**src/rtl/cla_seq_adder_ctrl.sv**
```systemverilog
// Sequenced WIDTH-bit adder: one shared 4-bit CLA slice processes a nibble per cycle, LSB first.
// Optional build macro CLA_SEQ_SUB_EN adds the in_sub port (A-B mode); the default build is add-only.

module cla_4bit (
  input  logic [3:0] i_a,
  input  logic [3:0] i_b,
  input  logic       i_cin,
  output logic [3:0] o_sum,
  output logic       o_cout
);
  logic [3:0] w_g;
  logic [3:0] w_p;
  logic [4:0] w_c;

  // Carry look-ahead: every carry is a flat function of generate/propagate and cin.
  always_comb begin
    w_g    = i_a & i_b;
    w_p    = i_a ^ i_b;
    w_c[0] = i_cin;
    w_c[1] = w_g[0] | (w_p[0] & i_cin);
    w_c[2] = w_g[1] | (w_p[1] & w_g[0]) | (w_p[1] & w_p[0] & i_cin);
    w_c[3] = w_g[2] | (w_p[2] & w_g[1]) | (w_p[2] & w_p[1] & w_g[0])
           | (w_p[2] & w_p[1] & w_p[0] & i_cin);
    w_c[4] = w_g[3] | (w_p[3] & w_g[2]) | (w_p[3] & w_p[2] & w_g[1])
           | (w_p[3] & w_p[2] & w_p[1] & w_g[0]) | (w_p[3] & w_p[2] & w_p[1] & w_p[0] & i_cin);
    o_sum  = w_p ^ w_c[3:0];
    o_cout = w_c[4];
  end
endmodule

module cla_seq_adder_ctrl #(
  parameter int WIDTH = 16
) (
  input  logic             clk,
  input  logic             rst,
  input  logic             in_valid,
  output logic             in_ready,
  input  logic [WIDTH-1:0] in_a,
  input  logic [WIDTH-1:0] in_b,
  input  logic             in_cin,
`ifdef CLA_SEQ_SUB_EN
  input  logic             in_sub,
`endif
  output logic             out_valid,
  input  logic             out_ready,
  output logic [WIDTH-1:0] out_sum,
  output logic             out_cout,
  output logic             busy
);
  localparam int NIBBLES = WIDTH / 4;
  localparam int IDXW    = (NIBBLES > 1) ? $clog2(NIBBLES) : 1;
  localparam logic [IDXW-1:0] LAST_IDX = IDXW'(NIBBLES - 1);

  if (((WIDTH % 4) != 0) || (WIDTH < 4)) begin : g_width_check
    $error("cla_seq_adder_ctrl: WIDTH must be a multiple of 4 and at least 4");
  end

  typedef enum logic [1:0] {
    S_IDLE = 2'd0,
    S_RUN  = 2'd1,
    S_DONE = 2'd2
  } state_t;

  state_t           r_state;
  logic [IDXW-1:0]  r_idx;
  logic [WIDTH-1:0] r_a;
  logic [WIDTH-1:0] r_b;
  logic [WIDTH-1:0] r_sum;
  logic             r_carry;
  logic             r_cout;
  logic             r_out_valid;
  logic             r_busy;

  logic [WIDTH-1:0] w_b_load;
  logic             w_cin_load;
  logic [WIDTH-1:0] w_a_shift;
  logic [WIDTH-1:0] w_b_shift;
  logic [3:0]       w_slice_sum;
  logic             w_slice_cout;

  // Operand-B / carry-in as latched at accept; subtraction is A + ~B + 1.
  always_comb begin
`ifdef CLA_SEQ_SUB_EN
    if (in_sub) begin
      w_b_load   = ~in_b;
      w_cin_load = 1'b1;
    end else begin
      w_b_load   = in_b;
      w_cin_load = in_cin;
    end
`else
    w_b_load   = in_b;
    w_cin_load = in_cin;
`endif
  end

  // Select the current nibble by shifting the operand registers down.
  always_comb begin
    w_a_shift = r_a >> {r_idx, 2'b00};
    w_b_shift = r_b >> {r_idx, 2'b00};
  end

  cla_4bit u_slice (
    .i_a    (w_a_shift[3:0]),
    .i_b    (w_b_shift[3:0]),
    .i_cin  (r_carry),
    .o_sum  (w_slice_sum),
    .o_cout (w_slice_cout)
  );

  assign in_ready  = (r_state == S_IDLE) & ~rst;
  assign out_valid = r_out_valid;
  assign out_sum   = r_sum;
  assign out_cout  = r_cout;
  assign busy      = r_busy;

  // Control FSM with its registered datapath and handshake outputs.
  always_ff @(posedge clk or posedge rst) begin
    if (rst) begin
      r_state     <= S_IDLE;
      r_idx       <= {IDXW{1'b0}};
      r_a         <= {WIDTH{1'b0}};
      r_b         <= {WIDTH{1'b0}};
      r_sum       <= {WIDTH{1'b0}};
      r_carry     <= 1'b0;
      r_cout      <= 1'b0;
      r_out_valid <= 1'b0;
      r_busy      <= 1'b0;
    end else begin
      case (r_state)
        S_IDLE: begin
          if (in_valid) begin
            r_a     <= in_a;
            r_b     <= w_b_load;
            r_carry <= w_cin_load;
            r_idx   <= {IDXW{1'b0}};
            r_busy  <= 1'b1;
            r_state <= S_RUN;
          end
        end
        S_RUN: begin
          for (int n = 0; n < NIBBLES; n++) begin
            if (r_idx == IDXW'(n)) begin
              r_sum[4*n +: 4] <= w_slice_sum;
            end
          end
          r_carry <= w_slice_cout;
          if (r_idx == LAST_IDX) begin
            r_idx       <= {IDXW{1'b0}};
            r_cout      <= w_slice_cout;
            r_out_valid <= 1'b1;
            r_state     <= S_DONE;
          end else begin
            r_idx <= r_idx + IDXW'(1);
          end
        end
        S_DONE: begin
          // New operands are never taken here, even if out_ready and in_valid coincide.
          if (out_ready) begin
            r_out_valid <= 1'b0;
            r_busy      <= 1'b0;
            r_state     <= S_IDLE;
          end
        end
        default: begin
          r_out_valid <= 1'b0;
          r_busy      <= 1'b0;
          r_state     <= S_IDLE;
        end
      endcase
    end
  end
endmodule
```
**config.mk**
```make
export PLATFORM = sky130hd
export DESIGN_NAME = cla_seq_adder_ctrl
export DESIGN_NICKNAME = d
export VERILOG_FILES = /design/src/rtl/cla_seq_adder_ctrl.sv
export SDC_FILE = /design/constraint.sdc
export NUM_CORES = 1
export LEC_CHECK = 0
export BUFFER_PORTS_ARGS = -buffer_cell sky130_fd_sc_hd__buf_2
export CORE_MARGIN = 5
export CORE_UTILIZATION = 57
export DETAILED_ROUTE_END_ITERATION = 10
export GPL_TIMING_DRIVEN = 0
export PLACE_DENSITY_LB_ADDON = 0.25
export SLEW_MARGIN = 20
export SYNTH_ARGS = -nofsm -noshare
export SYNTH_HDL_FRONTEND = slang
export SYNTH_SLANG_ARGS = --single-unit
```
**constraint.sdc**
```tcl
create_clock -name clk -period 5 [get_ports clk]
set_clock_uncertainty 0.1 [all_clocks]
set_input_delay 1.5 -clock clk [delete_from_list [all_inputs] [get_ports clk]]
set_output_delay 1.5 -clock clk [all_outputs]
set_load 0.02 [all_outputs]
```
==> key figures, run 1 <==
Synth
  • Post-Syn Nets: 234
  • Top cells by area, synth: dfrtp_1, mux2_2, mux4_2, ha_1, o21ai_0
  • EDFF count, synth: 0
  • Top FF cell, synth: dfrtp_1
  • Area leader, netlist: dfrtp_1
  • Post-Syn Area: 0.002534 sq mm
  • Post-synth top cells: dfrtp_1, mux2_2, nand2_1
  • FFs w/ async S/R, synth: 100.0%
  • Post-synth cell types: 28
  • Ys Warns: 0
  • Mapped Cells: 188
  • Number of synthesized register bits: 56
  • Avg Cell Area, Syn: 13.48 sq um
  • Top-area cell type share of the netlist area: 55.31%
  • Post-synthesis sequential area ratio: 55.31%
  • Top-count cell post-synth: dfrtp_1

Pwr
  • P_sw: 903.9 uW
  • Reg power frac: 35.7%
  • Leak Pwr: 0.001406 uW
  • Net Sw Frac: 40.31%
  • Int Pwr: 1338 uW
  • Clock share of power: 11.5%
  • P per Cell Area: 752.6 mW/mm^2
  • Max IR drop VDD: 0.0003803 V
  • Comb power frac: 52.8%

Route
  • Initial DRC Count: 38
  • WL/cell: 15.46 um
  • Post-route ant nets: 0
  • DRC viols: 0
  • Vias: 1607
  • Drt total wl: 4701 um
  • DR vias/cell: 5.286
  • First-pass DRT Iterations: 4

Critical path
  • Most Frequent Cell on Critical Path: buf_2
  • CP endpoint kind: primary output
  • CP Data Arrival Time: 1.92 ns
  • Crit-path max cell delay: 0.19 ns
  • Required time of the worst setup path: 3.40 ns
  • CP Launch Type: primary input
  • R2r startpoint: r_idx[0]$_DFFE_PP0P_
  • Cells along the critical path: buf_2, nor3_1, buf_2
  • CP Max Fanout: 2
  • Setup CP Type: in -> out
  • Reg2reg end: out_sum[6]$_DFFE_PP0P_
  • Slowest stage cell, crit path: buf_2
  • R2R depth: 7
  • CP top delay family: buffers and inverters
  • Buf+Inv Stages, Crit Path: 2
  • R2R setup slack: 2.23 ns

Die
  • Starting density of the core: 58.59%
  • Ports: 57
  • Core ar.: 0.004324 sq mm
  • Die W: 76.67 um
  • FP Rows: 24
  • Die Y-Extent: 76.67 um
  • Die area: 0.005878 sq mm

GRT
  • Largest net degree at the start of global routing: 57
  • Grt peak-use layer: met2
  • Met2 Usage GRT: 28.78%
  • GRT Total Usage: 17.05%
  • Total gr overflow: 0
  • First-pass GRT wire length: 8155 um
  • Initial antenna violation count: 0
  • Met1 Use GR: 21.27%
  • M3 GR Usage: 4.333%
  • Vias in the first global route: 1787

CTS
  • Clk buf depth: 2
  • CTS buffer count: 5
  • CTS sink count: 56
  • Worst-path clk slew: 0.10 ns
  • CTS tree: done
  • CTS root buf: clkbuf_8
  • Setup bufs post-CTS: 0
  • Worst-Skew Late Latency: 0.31 ns
  • Cts hold-fix bufs: 0
  • CTS resizes: 0
  • H-Tree Depth: 2

Layout
  • Inserted Diodes: 0
  • Final design area excluding fillers: 0.002979 sq mm
  • Share of layout cells above drive strength 1: 44.84%
  • Non-Filler Instances: 304
  • Syn-to-layout area delta: 17.58%
  • Fillers: 327
  • Core Util, Final: 68.89%
  • Fin nets: 297

Placement
  • I/O Buffers: 56
  • Post-Place Cells: 296
  • Placer Congestion: 0.7486
  • Post-placement cell area: 0.002882 sq mm
  • Post-DP HPWL: 3611 um

Timing
  • Final worst path period share: 70.36%
  • Slew Limit Fails: 0
  • Maximum clock frequency: 284.2 MHz
  • Slew @ Worst Pin: 0.6676 ns
  • Endpoints failing hold: 0
  • WHS: 0.3832 ns
  • Final period demand of the worst path: 3.518 ns
  • Final Setup Violations: 0
  • Unrepaired setup endpoints after global routing: false
  • Rel. slew slack: 55.49%
  • Final setup TNS: 0 ns

Worst hold path
  • Hold Path End: out_sum[0]$_DFFE_PP0P_
  • Hold path cells: 2
  • Hold Path Class: reg -> reg
  • Hold Startpoint: out_sum[0]$_DFFE_PP0P_

Outcome
  • Status: completed

Run
  • Max Cap Viol: 0
worst reg2reg max path: stages (launching register included):
cell and delay, ns:
dfrtp_1 0.45, buf_2 0.33, mux4_2 0.57, ha_1 0.29, a211o_1 0.31, o21ai_0 0.10
xor2_1 0.34, o21ai_0 0.15
power groups by stage:
stage | logic, uW | registers (uW) | clock network, uW
finish | 1180 | 800 | 257
floorplan | 818 | 864 | 0
global route | 1330 | 832 | 282
detailed placement | 1200 | 813 | 0
CTS | 1210 | 802 | 263
global placement | 1160 | 800 | 0
area by class of cell:
type,count,area [sq um],share of cell area (%)
Tap cell,52,65.06,2.184
Inverter,9,36.28,1.218
Timing Repair Buffer,56,280.3,9.408
Multi-Input combinational cell,115,1033,34.69
Clock inverter,2,15.01,0.5040
Buffer,8,65.06,2.184
Clock buffer,6,82.58,2.772
Sequential cell,56,1401,47.04
through the flow:
stage / power (uW) / worst slack, ns
after floorplan: 1682 / 1.445
after global placement: 1965 / 1.345
after detailed placement: 2017 / 1.483
after CTS: 2273 / 1.483
after global routing: 2440 / 1.473
final: 2242 / 1.482
flip-flops by register name, summed over array words and instances, names as in the netlist:
| register | flops |
|---|---|
| r_idx | 2 |
| r_carry | 1 |
| r_b | 16 |
| out_sum | 16 |
| busy | 1 |
| r_state | 2 |
| r_a | 16 |
| out_cout | 1 |
| out_valid | 1 |
how the worst max path moves through the flow:
stage | startpoint | to | depth (start not counted)
after floorplan | rst | in_ready | 1
final | rst | in_ready | 3
after CTS | rst | in_ready | 3
after detailed placement | rst | in_ready | 3
after global placement | rst | r_b[5]$_DFFE_PP0P_ | 2
after global routing | rst | in_ready | 3
placed cells by master, fill, tap and decap left out, drive strengths merged, types with 3 or more instances in the layout:
cell type / n
ha: 8
inv: 9
mux4: 8
nor2b: 3
mux2: 32
nand2: 22
buf: 64
dfrtp: 56
clkbuf: 6
o21ai: 19
cells by family after synthesis:
kind of cell | Yosys count | share of synthesized area [%]
AND/OR/NAND/NOR | 30 | 5.531
AO/OA/AOI/OAI | 32 | 7.753
buffers and inverters | 17 | 3.901
adder cells (fa/ha/maj) | 9 | 4.741
multiplexers | 41 | 21.73
XOR/XNOR | 3 | 1.037
flip-flops | 56 | 55.31
metal layers:
| metal | vias up | routed length (um) |
|---|---|---|
| met4 | 0 | 84 |
| met2 | 42 | 2367 |
| met1 | 772 | 1992 |
| met5 | - | 0 |
| met3 | 10 | 256 |
| li1 | 783 | - |
Power figures use the tool's default switching activity.
==> run 2: changes to the inputs <==
Settings changed: ABC_AREA set to 1, CORE_UTILIZATION 57 to 49.
Clock period 5 ns to 3.2 ns, I/O delays scaled along.
==> run 2 against run 1 <==
  * First-iteration DRC count increased to 3.0 times the previous value
  * Cell count is 52% higher
  * Sequential power grew 57%
  * Sequential share of layout area shrank 2.5 points
  * Critical endpoint is now out_sum[9]$_DFFE_PP0P_
==> key figures, run 2 <==
Die
  • Ports: 57
  • Starting density of the core: 49.70%
  • Die W: 84.04 um
  • Die area: 0.007063 sq mm
  • FP Rows: 27
  • Core ar.: 0.005405 sq mm
  • Die Y-Extent: 84.04 um

Placement
  • Placer Congestion: 0.8750
  • Pre-CTS setup slack: 0.7507 ns
  • I/O Buffers: 56
  • Post-DP HPWL: 4241 um

Synth
  • EDFF count, synth: 0
  • Top-area cell type share of the netlist area: 52.17%
  • Number of synthesized register bits: 56
  • Post-synth cell types: 27
  • FFs w/ async S/R, synth: 100.0%
  • Avg Cell Area, Syn: 8.266 sq um
  • Top FF cell, synth: dfrtp_1
  • Mapped Cells: 325
  • Post-Syn Nets: 371
  • Post-Syn Area: 0.002686 sq mm
  • Post-synthesis sequential area ratio: 52.17%
  • Ys Warns: 0
  • Top-count cell post-synth: nand2_1
  • Top cells by area, synth: dfrtp_1, nand2_1, ha_1, o21ai_0, inv_1
  • Post-synth top cells: nand2_1, dfrtp_1, inv_1
  • Area leader, netlist: dfrtp_1

Timing
  • Final worst path period share: 77.41%
  • Rel. slew slack: 54.38%
  • Endpoints failing hold: 0
  • Final period demand of the worst path: 2.477 ns
  • Worst setup margin: 0.7230 ns
  • Unrepaired setup endpoints after global routing: false
  • Final Setup Violations: 0
  • Slew @ Worst Pin: 0.6843 ns
  • Final setup TNS: 0 ns
  • Maximum clock frequency: 403.7 MHz
  • Slew Limit Fails: 0

GRT
  • First-pass GRT wire length: 10030 um
  • Largest net degree at the start of global routing: 57
  • Total gr overflow: 0
  • GRT Total Usage: 17.49%
  • Initial antenna violation count: 0
  • Vias in the first global route: 2247

CTS
  • Setup bufs post-CTS: 0
  • CTS sink count: 56
  • Clk buf depth: 2
  • Worst-path clk slew: 0.09 ns
  • CTS root buf: clkbuf_8
  • Worst-Skew Late Latency: 0.31 ns
  • H-Tree Depth: 2
  • CTS resizes: 0
  • Cts hold-fix bufs: 0
  • CTS tree: done
  • CTS buffer count: 5

Critical path
  • Buf+Inv Stages, Crit Path: 3
  • CP Launch Type: flop
  • CP Data Arrival Time: 2.63 ns
  • Crit-path max cell delay: 0.55 ns
  • Slowest stage cell, crit path: dfrtp_1
  • Required time of the worst setup path: 3.36 ns
  • Cells along the critical path: inv_1, buf_2, a32oi_1, inv_1, fa_1, xnor2_1, nand2_1, nand2_1
  • CP endpoint kind: flop
  • Setup CP Type: reg -> reg
  • CP top delay family: flip-flops
  • CP Max Fanout: 11
  • R2R setup slack: 0.72 ns

Pwr
  • P per Cell Area: 1179 mW/mm^2
  • Total chip power: 3714 uW
  • Leak Pwr: 0.001732 uW
  • Max IR drop VDD: 0.0004670 V

Route
  • Initial DRC Count: 115
  • Drt total wl: 5815 um
  • First-pass DRT Iterations: 5
  • DR vias/cell: 4.859
  • Vias: 2240
  • DRC viols: 0
  • WL/cell: 12.61 um
  • Post-route ant nets: 0

Layout
  • Most frequent cells in the layout: nand2_1, buf_2, dfrtp_1
  • Inserted Diodes: 0
  • Most common cell after layout, fill and taps aside: nand2_1
  • Syn-to-layout area delta: 17.23%
  • Share of layout cells above drive strength 1: 22.11%
  • Fin nets: 434

Outcome
  • Status: completed

Worst hold path
  • Hold Path Class: reg -> reg

Run
  • Max Cap Viol: 0
==> run 2: cell types whose count changed after synthesis, sizes merged, moves of 3 or more <==
cell | previous run | this run
inv | 9 | 22
nor2 | 2 | 21
nand2 | 22 | 157
nor2b | 3 | 0
o21ai | 19 | 22
o22ai | 0 | 6
mux2 | 32 | 0
mux4 | 8 | 0
nand3 | 0 | 11
==> run 2: worst paths after layout <==
| path | from | endpoint | depth (start not counted) |
|---|---|---|---|
| min reg2reg | out_sum[1]$_DFFE_PP0P_ | out_sum[1]$_DFFE_PP0P_ | 2 |
| max in group asynchronous | rst | r_a[12]$_DFFE_PP0P_ | 2 |
| max | r_idx[1]$_DFFE_PP0P_ | out_sum[9]$_DFFE_PP0P_ | 8 |
| max reg2reg | r_idx[1]$_DFFE_PP0P_ | out_sum[9]$_DFFE_PP0P_ | 8 |
| min in group asynchronous | rst | busy$_DFFE_PP0P_ | 2 |
| min | out_sum[1]$_DFFE_PP0P_ | out_sum[1]$_DFFE_PP0P_ | 2 |
==> run 2: layout make-up <==
type,instances,area (sq um)
Multi-Input combinational cell,237,1121
Sequential cell,56,1401
Timing Repair Buffer,56,280.3
Clock buffer,8,90.09
Buffer,10,78.83
Tap cell,72,90.09
Fill cell,507,2256
Inverter,22,87.58
==> run 2: layer usage <==
layer  share of wire, %  GRT usage [%]
met2                 48          29.12
met4                2.0          6.433
met5                  0              0
met1                 44          22.52
met3                5.6          3.356
==> run 2: per-stage QoR <==
step | util (%) | std cells | instance area, sq um | hold slack (ns)
2_1_floorplan | - | 325 | 2686 | 0.3436
3_3_place_gp | 56.55 | 453 | 3057 | 0.3498
3_5_place_dp | 56.60 | 453 | 3059 | 0.3539
4_1_cts | 58.26 | 461 | 3149 | 0.3769
5_1_grt | 58.26 | 461 | 3149 | 0.4038
6_report | 58.26 | 461 | 3149 | 0.3712
==> run 2: worst min-delay path: cells and delay by family, from the launching register on <==
kind	cells	cell delay (ns)
flops	1	0.35
simple gates	2	0.09
==> run 2: logic make-up after synthesis <==
| family | synth area share (%) |
|---|---|
| DFF | 52.17 |
| xor gates and xnor gates | 0.3261 |
| and+or+nand+nor | 29.48 |
| adders and majority gates | 4.472 |
| AOI/OAI and AO/OA | 7.453 |
| buffers and inverters | 6.102 |
==> run 2: where the power goes <==
part           internal (uW)  total [uW]  switching [uW]
sequential              1050        1260             209
clock                    177         399             222
combinational            731        2060            1330
